<file path="src/rtl/sseg_src_arbiter_if.sv">
// Source/display bundle for sseg_src_arbiter: two requesting sources on one side,
// the shared univ_sseg value/valid on the other.
interface sseg_src_arbiter_if #(
    parameter int W = 14
);
    logic         req0;
    logic         req1;
    logic [W-1:0] data0;
    logic [W-1:0] data1;
    logic         gnt0;
    logic         gnt1;
    logic [W-1:0] cnt1;
    logic         valid;
    logic         sel;

    modport master (
        output req0, req1, data0, data1,
        input  gnt0, gnt1, cnt1, valid, sel
    );

    modport slave (
        input  req0, req1, data0, data1,
        output gnt0, gnt1, cnt1, valid, sel
    );
endinterface

</file>
<file path="src/rtl/sseg_src_arbiter.sv">
// Time-slicing arbiter sharing univ_sseg between two sources with a minimum tick-based dwell.
// Define SSEG_ARB_FIXED_PRIO_EN to give source 0 fixed priority instead of round robin.
//
// state | meaning
// IDLE  | no source owns the display, VALID low
// OWN0  | source 0 owns the display
// OWN1  | source 1 owns the display
module sseg_src_arbiter #(
    parameter int W        = 14,
    parameter int TICK_DIV = 25000000,
    parameter int DWELL    = 4
) (
    input logic              clk,
    input logic              rst_n,
    sseg_src_arbiter_if.slave bus
);
    localparam int TW  = (TICK_DIV > 2) ? $clog2(TICK_DIV) : 1;
    localparam int DWW = $clog2(DWELL + 1);
    localparam logic [TW-1:0]  TICK_LAST = TW'(TICK_DIV - 1);
    localparam logic [DWW-1:0] DWELL_MAX = DWW'(DWELL);
    localparam logic [DWW-1:0] DWELL_PRE = DWW'(DWELL - 1);

    typedef enum logic [1:0] {
        IDLE = 2'd0,
        OWN0 = 2'd1,
        OWN1 = 2'd2
    } state_t;

    state_t         state, state_nxt;
    logic           last, last_nxt;
    logic [TW-1:0]  tick_cnt;
    logic           tick;
    logic [DWW-1:0] dwell_cnt, dwell_nxt;
    logic           dwell_sat;
    logic           expired;
    logic           gnt0_nxt, gnt1_nxt, valid_nxt;
    logic [W-1:0]   cnt1_nxt;

    // Free-running prescaler; grants never re-phase it.
    assign tick = (tick_cnt == TICK_LAST);

    always_ff @(posedge clk or negedge rst_n) begin
        if (!rst_n) begin
            tick_cnt <= '0;
        end else if (tick) begin
            tick_cnt <= '0;
        end else begin
            tick_cnt <= tick_cnt + 1'b1;
        end
    end

    // Expiry includes the tick that completes the dwell so the grant can hand over on that edge.
    assign dwell_sat = (dwell_cnt == DWELL_MAX);
    assign expired   = dwell_sat || (tick && (dwell_cnt == DWELL_PRE));

    always_ff @(posedge clk or negedge rst_n) begin
        if (!rst_n) begin
            state     <= IDLE;
            last      <= 1'b1;
            dwell_cnt <= '0;
            bus.gnt0  <= 1'b0;
            bus.gnt1  <= 1'b0;
            bus.cnt1  <= '0;
            bus.valid <= 1'b0;
            bus.sel   <= 1'b1;
        end else begin
            state     <= state_nxt;
            last      <= last_nxt;
            dwell_cnt <= dwell_nxt;
            bus.gnt0  <= gnt0_nxt;
            bus.gnt1  <= gnt1_nxt;
            bus.cnt1  <= cnt1_nxt;
            bus.valid <= valid_nxt;
            bus.sel   <= last_nxt;
        end
    end

    always_comb begin
        state_nxt = state;
        last_nxt  = last;
        dwell_nxt = dwell_cnt;
        gnt0_nxt  = 1'b0;
        gnt1_nxt  = 1'b0;
        valid_nxt = 1'b0;
        cnt1_nxt  = '0;

        case (state)
            IDLE: begin
                if (bus.req0 && bus.req1) begin
`ifdef SSEG_ARB_FIXED_PRIO_EN
                    state_nxt = OWN0;
`else
                    state_nxt = last ? OWN0 : OWN1;
`endif
                end else if (bus.req0) begin
                    state_nxt = OWN0;
                end else if (bus.req1) begin
                    state_nxt = OWN1;
                end
            end
            OWN0: begin
                if (!bus.req0) begin
                    state_nxt = bus.req1 ? OWN1 : IDLE;
                end else begin
`ifndef SSEG_ARB_FIXED_PRIO_EN
                    if (expired && bus.req1) begin
                        state_nxt = OWN1;
                    end
`endif
                end
            end
            OWN1: begin
                if (!bus.req1) begin
                    state_nxt = bus.req0 ? OWN0 : IDLE;
                end else if (expired && bus.req0) begin
                    state_nxt = OWN0;
                end
            end
            default: state_nxt = IDLE;
        endcase

        if ((state_nxt != state) && (state_nxt != IDLE)) begin
            dwell_nxt = '0;
            last_nxt  = (state_nxt == OWN1);
        end else if (state_nxt == IDLE) begin
            dwell_nxt = '0;
        end else if (tick && !dwell_sat) begin
            dwell_nxt = dwell_cnt + 1'b1;
        end

        case (state_nxt)
            OWN0: begin
                gnt0_nxt  = 1'b1;
                valid_nxt = 1'b1;
                cnt1_nxt  = bus.data0;
            end
            OWN1: begin
                gnt1_nxt  = 1'b1;
                valid_nxt = 1'b1;
                cnt1_nxt  = bus.data1;
            end
            default: begin
                gnt0_nxt  = 1'b0;
                gnt1_nxt  = 1'b0;
            end
        endcase
    end
endmodule
</file>
<file path="src/flat_wrapper.sv">
// flat-port wrapper written by rule: the top's interface ports become plain ports
module sseg_src_arbiter_flat 
#(
    parameter int W        = 14,
    parameter int TICK_DIV = 25000000,
    parameter int DWELL    = 4
)
  (clk, rst_n, bus_req0, bus_req1, bus_data0, bus_data1, bus_gnt0, bus_gnt1, bus_cnt1, bus_valid, bus_sel);
  sseg_src_arbiter_if #(.W(W)) bus_i ();
  input logic clk;
  input logic rst_n;
  input wire logic [$bits(bus_i.req0)-1:0] bus_req0;
  input wire logic [$bits(bus_i.req1)-1:0] bus_req1;
  input wire logic [$bits(bus_i.data0)-1:0] bus_data0;
  input wire logic [$bits(bus_i.data1)-1:0] bus_data1;
  output wire logic [$bits(bus_i.gnt0)-1:0] bus_gnt0;
  output wire logic [$bits(bus_i.gnt1)-1:0] bus_gnt1;
  output wire logic [$bits(bus_i.cnt1)-1:0] bus_cnt1;
  output wire logic [$bits(bus_i.valid)-1:0] bus_valid;
  output wire logic [$bits(bus_i.sel)-1:0] bus_sel;
  assign bus_i.req0 = bus_req0;
  assign bus_i.req1 = bus_req1;
  assign bus_i.data0 = bus_data0;
  assign bus_i.data1 = bus_data1;
  assign bus_gnt0 = bus_i.gnt0;
  assign bus_gnt1 = bus_i.gnt1;
  assign bus_cnt1 = bus_i.cnt1;
  assign bus_valid = bus_i.valid;
  assign bus_sel = bus_i.sel;
  sseg_src_arbiter #(.W(W), .TICK_DIV(TICK_DIV), .DWELL(DWELL)) u_core (.clk(clk), .rst_n(rst_n), .bus(bus_i));
endmodule
</file>
<file path="config.mk">
export PLATFORM = sky130hd
export DESIGN_NAME = sseg_src_arbiter_flat
export DESIGN_NICKNAME = d
export VERILOG_FILES = /design/src/rtl/sseg_src_arbiter_if.sv /design/src/rtl/sseg_src_arbiter.sv /design/src/flat_wrapper.sv
export SDC_FILE = /design/constraint.sdc
export NUM_CORES = 1
export LEC_CHECK = 0
export BUFFER_PORTS_ARGS = -buffer_cell sky130_fd_sc_hd__buf_4
export CORE_MARGIN = 4
export CORE_UTILIZATION = 54
export CTS_CLUSTER_DIAMETER = 150
export DETAILED_ROUTE_END_ITERATION = 8
export HOLD_SLACK_MARGIN = 0.12
export PLACE_DENSITY = 0.79
export SLEW_MARGIN = 20
export SYNTH_ARGS = -nofsm -noshare
export SYNTH_HDL_FRONTEND = slang
export SYNTH_SLANG_ARGS = --single-unit
</file>
<file path="constraint.sdc">
create_clock -name clk -period 3.62 [get_ports clk]
set_input_delay 0.181 -clock clk [delete_from_list [all_inputs] [get_ports clk]]
set_output_delay 0.181 -clock clk [all_outputs]
set_load 0.05 [all_outputs]
</file>
# [Word-level counts from Yosys, hierarchy flattened]
# Cells that the tools add are included.
[op_classes] add_sub_neg=2 n_eq_ne=8 muxes=19 reduce_logical=13
[op_table] operator="case mux 14 bit (2 select lines)" count=1
[op_table] operator="adder 25 x 1 -> 25 bit (second input constant)" count=1
[op_table] operator="== test 25 bit (second input constant)" count=1
[op_table] operator="2-to-1 mux 25 bit" count=1
[op_table] operator="2-to-1 mux 2 bit" count=9
[op_table] operator="2-to-1 mux 3 bit" count=3
[op_table] operator="logical AND 1 bit" count=6
[op_table] operator="case mux 2 bit (3 select lines)" count=1
[op_table] operator="== test 2 x 1 -> 1 bit (second input constant)" count=2
[op_table] operator="== test 2 bit (second input constant)" count=2
[op_table] operator="zero test 2 bit" count=2
[op_table] operator="2-to-1 mux 1 bit" count=4
[op_table] operator="adder 3 x 1 -> 3 bit (second input constant)" count=1
[op_table] operator="== test 3 x 2 -> 1 bit (second input constant)" count=1
[op_table] operator="== test 3 bit (second input constant)" count=1
[op_table] operator="nonzero test 3 bit" count=1
[op_table] operator="inequality test 2 bit" count=1
[op_table] operator="nonzero test 2 bit" count=1
[op_table] operator="OR reduction 2 bit" count=1
[op_table] operator="zero test 1 bit" count=1
[op_table] operator="logical OR 1 bit" count=1
[totals] regBits=48 in_bits=32 output_inout_bits=18 elab_cells=50

# [Logic depth before layout (Yosys ltp)]
[logic_depth] depth_word=10 depth_mapped=11 depth_no_buf=10

# [Least setup slack after synthesis]
# OpenSTA, ideal clock, no wires.
[synth_path] kind="register -> register" start="reg u_core.tick_cnt[6]" end="reg u_core.bus.cnt1[0]" t_arrival_ps=2554 t_required_ps=3547 setup_slack_ps=993 path_stages_with_launch=11 n_path_buf=1 synth_period_minus_slack_ps=2627 path_cell_list="dfrtp_1 -> or4_4 -> nor2_4 -> a41oi_4 -> mux2_4 -> o21ai_2 -> and3_1 -> ha_1 -> clkbuf_1 -> a22oi_1 -> nor2b_1"
[synth_via] elab_chain_cells=9 elab_cells_between_ends=13 classes_between="eq/ne: 3; mux: 6; reduce/logical: 4"
[synth_lines] element="from (decl)" line="sseg_src_arbiter.sv:31" text="logic [TW-1:0] tick_cnt;"
[synth_lines] element="from (signal assigned)" line="sseg_src_arbiter.sv:48" text="tick_cnt <= tick_cnt + 1'b1;"
[synth_lines] element="== test 25 bit (*)" line="sseg_src_arbiter.sv:40" text="assign tick = (tick_cnt == TICK_LAST);"
[synth_lines] element="logical AND 1 bit (*)" line="sseg_src_arbiter.sv:54" text="assign expired = dwell_sat || (tick && (dwell_cnt == DWELL_PRE));"
[synth_lines] element="logical OR 1 bit (*)" line="sseg_src_arbiter.sv:54"
[synth_lines] element="logical AND 1 bit (on tied branches)" line="sseg_src_arbiter.sv:115, sseg_src_arbiter.sv:106"
[synth_lines] element="2-to-1 mux 2 bit (on tied branches)" line="sseg_src_arbiter.sv:115, sseg_src_arbiter.sv:106"
[synth_lines] element="2-to-1 mux 2 bit (on tied branches)" line="sseg_src_arbiter.sv:113, sseg_src_arbiter.sv:102"
[synth_lines] element="case mux 2 bit (3 select lines) (*)" line="sseg_src_arbiter.sv:87" text="case (state)"
[synth_lines] element="via u_core.state_nxt[0]" line="sseg_src_arbiter.sv:29" text="state_t state, state_nxt;"
[synth_lines] element="== test 2 bit / == test 2 x 1 -> 1 bit (equally long branches)" line="sseg_src_arbiter.sv:131" text="case (state_nxt)"
[synth_lines] element="case mux 14 bit (2 select lines) (*)" line="sseg_src_arbiter.sv:131"
[synth_lines] element="via u_core.cnt1_nxt[0]" line="sseg_src_arbiter.sv:37" text="logic [W-1:0] cnt1_nxt;"
[synth_lines] element="to (signal assigned)" line="sseg_src_arbiter.sv:72" text="bus.cnt1 <= cnt1_nxt;"
[synth_lines] element="to (decl)" line="sseg_src_arbiter_if.sv:23" text="output gnt0, gnt1, cnt1, valid, sel"
# Mark *: on every way through the listed nets, which the timed path passes. The rest lies on a longest branch.
# A chain may end at the register's enable or synchronous reset.

# [Final worst setup path]
[layout_path] start="reg u_core.tick_cnt[0]" end="reg u_core.bus.cnt1[8]"
# The elaborated chain is that of the path after synthesis.

==> run metrics <==
status=finished, final reports clean; die width=73.3 microns; Cells after DPL=300; initial antenna violation count=0; DRC viols=0; Synth Instances=208; global route total overflow=0; CP max-delay cell=ha_1; final hold vios=0; gr usage total=17.8%; Antenna Violating Nets Remaining=0; Layout area overhead=21.0%; die height=73.3 microns; starting density of the core=56.8%; Critical Path Max Stage Delay=0.50 ns; core box area=4060 sq um; hold_buf cts=1; dominant synthesized flop cell=dfrtp_1; WL per Instance=13.9 microns; drt initial violations=105; worst-margin pin slew=0.589 ns; clock-pin slew on the worst setup and hold paths=0.09 ns; Sw Share=32.1%; min Tclk post-route=2.85 ns; max-slew violations=0; clock sink count=48; CTS buffer count=5; sequential power share=49.2%; clock group share of total power=24.6%; clock root cell=clkbuf_8; Setup-failing EPs final=0; Initial DRT Pass Iterations=4; Max Cap Viol=0; routed vias/inst=5.31; Post-synth EDFFs=0; syn nets=247; yosys synthesis warning count=0; Post-CTS Resized=0; Mapped Area=2300 sq um; Layout fillers=317; PwrDens=433 nW/um^2; num ports=50; row count=23; worst endpoint required time=3.85 ns; NetSw=0.000388 W; share of the clock period used by the worst path=78.6%; Max rail drop VDD=0.000300 V; via count=1635; Nets=297; CP Max Fanout=16; max_slew headroom=60.7%; Worst Setup End Kind=flip-flop; largest net degree at the start of global routing=49; Internal Pwr Total=0.000820 W; latest clock arrival within the worst-skew pair=0.29 ns; die area=5380 sq um; sequential element share of the synthesized area=52.2%; hpwl dp=3.20 mm; layout cells sized above 1=28.3%; post-route setup TNS=0 ns; H-tree levels=2; Buf/Inv on CP=0; Post-CTS Setup Repair Bufs=0; Crit path arrival time=3.07 ns; unrepaired setup endpoints after global routing=no; GPL Wtd Cong=0.728; worst-path cell chain=ha_1 > and2_1 > and4_2 > a41oi_4 > and2b_2 > o21ai_0 > and3_1 > ha_1 > a22oi_1 > nor2b_1; port bufs=49; Hold Path Class=input pin to flip-flop; delay-heaviest family, CP=simple AND/OR/NAND/NOR gates; Yosys reg bits=48; WL final=4.27 mm; global-route wire length before repair=7.39 mm; critical path type=flip-flop to flip-flop; P_leak=1.31 nW; Post-DP Area=2700 sq um; final instance area=2790 sq um; # diodes=0; asr flop ratio synth=100%; Clock Skew=0.00712 ns; Cell variety after synth=42; final std cells w/o fill=308; Critical Path Source Type=flip-flop; Longest Clk Path Bufs=2; CP dominant cell by count=ha_1; power share of the combinational group=26.2%; syn avg cell area=11.1 sq um; TritonCTS clock tree=built; fmax=0.351 GHz; vias in the first global route=1670
-- power by group through the flow --
| stage | Sequential (W) | Clock [W] | Combinational (W) |
|---|---|---|---|
| global route | 0.000600 | 0.000322 | 0.000338 |
| detailed placement | 0.000604 | 0 | 0.000319 |
| CTS | 0.000594 | 0.000306 | 0.000320 |
| finish | 0.000594 | 0.000297 | 0.000317 |
| global placement | 0.000605 | 0 | 0.000316 |
| floorplan | 0.000709 | 0 | 0.000106 |
-- placed cells by master (no fill, tap or decap), types with 3 or more instances in the layout --
cell,instances
inv_1,3
and2_1,3
dfrtp_1,47
ha_1,7
xor2_1,12
nand4_1,5
nor2b_1,14
xnor2_1,11
a22oi_1,14
and3_1,5
nor2_1,20
nand3_1,12
nand2_1,12
nor3_1,6
clkbuf_8,5
buf_4,49
-- cells in the mapped netlist (all sizes together), types with 3 or more instances --
cell type | count | area (sq um)
dfrtp | 47 | 1180
nor2 | 21 | 86.3
a22oi | 14 | 105
nor2b | 14 | 87.6
nand2 | 12 | 45.0
nand3 | 12 | 60.1
xor2 | 12 | 105
xnor2 | 11 | 96.3
ha | 7 | 87.6
nor3 | 7 | 40.0
and3 | 6 | 38.8
and2 | 5 | 33.8
nand4 | 5 | 31.3
clkbuf | 4 | 15.0
and4 | 3 | 28.8
buf | 3 | 23.8
inv | 3 | 11.3
o21ai | 3 | 18.8
-- logic make-up after synthesis --
kind of cell	share of synthesized area, %
AO/OA/AOI/OAI	8.36
XOR/XNOR	8.74
adder cells (fa/ha/maj)	3.80
buffers and inverters	2.17
flip-flops	52.2
multiplexers	2.01
AND/OR/NAND/NOR	22.7
-- final timing paths --
path,from,end,slack [ns],depth (start not counted)
hold reg to reg,u_core.tick_cnt[22]$_DFF_PN0_,u_core.tick_cnt[22]$_DFF_PN0_,0.47,1
max in group asynchronous,rst_n,u_core.bus.gnt1$_DFF_PN0_,2.79,2
setup / recovery,u_core.tick_cnt[0]$_DFF_PN0_,u_core.bus.cnt1[8]$_DFF_PN0_,0.77,10
setup reg to reg,u_core.tick_cnt[0]$_DFF_PN0_,u_core.bus.cnt1[8]$_DFF_PN0_,0.77,10
min in group asynchronous,rst_n,u_core.tick_cnt[20]$_DFF_PN0_,0.43,2
hold / removal,bus_data0[11],u_core.bus.cnt1[11]$_DFF_PN0_,0.15,3
-- cell type report --
cell class / instances / area [sq um] / area share (%)
Inverter: 3 / 11.3 / 0.404
Clock inverter: 2 / 12.5 / 0.449
Tap cell: 50 / 62.6 / 2.24
Timing Repair Buffer: 50 / 378 / 13.6
Clock buffer: 5 / 68.8 / 2.47
Sequential cell: 48 / 1200 / 43.1
Multi-Input combinational cell: 150 / 1050 / 37.7
-- metal layers --
layer,GRT usage (%),vias to the layer above,share of wire [%]
met5,0,-,0
met4,4.83,0,1.1
met3,5.75,5,5.6
met2,29.6,34,49
met1,22.3,777,44
li1,-,819,-
-- registers in the layout, summed over array words and instances (netlist names) --
signal,count
u_core.bus.valid,1
u_core.bus.sel,1
u_core.bus.gnt0,1
u_core.bus.cnt1,14
u_core.tick_cnt,25
u_core.state,2
u_core.bus.gnt1,1
u_core.dwell_cnt,3
-- through the flow --
| stage | setup WS [ns] | utilization (%) | power, W | hold WS [ns] |
|---|---|---|---|---|
| 2_1_floorplan | 0.993 | - | 0.000816 | -0.115 |
| 3_3_place_gp | 0.808 | 66.5 | 0.000920 | 0.226 |
| 3_5_place_dp | 0.763 | 66.5 | 0.000923 | 0.228 |
| 4_1_cts | 0.741 | 68.7 | 0.00122 | 0.138 |
| 5_1_grt | 0.505 | 68.7 | 0.00126 | 0.141 |
| 6_report | 0.774 | 68.7 | 0.00121 | 0.146 |
-- worst reg2reg max path, delay by kind of cell (launching register included) --
family                     cells  cell delay, ns
DFF                            1            0.42
AOI/OAI and AO/OA              3            0.61
and+or+nand+nor                5            1.02
adders and majority gates      2            0.75
No activity file was read; power rests on OpenSTA's default activity.
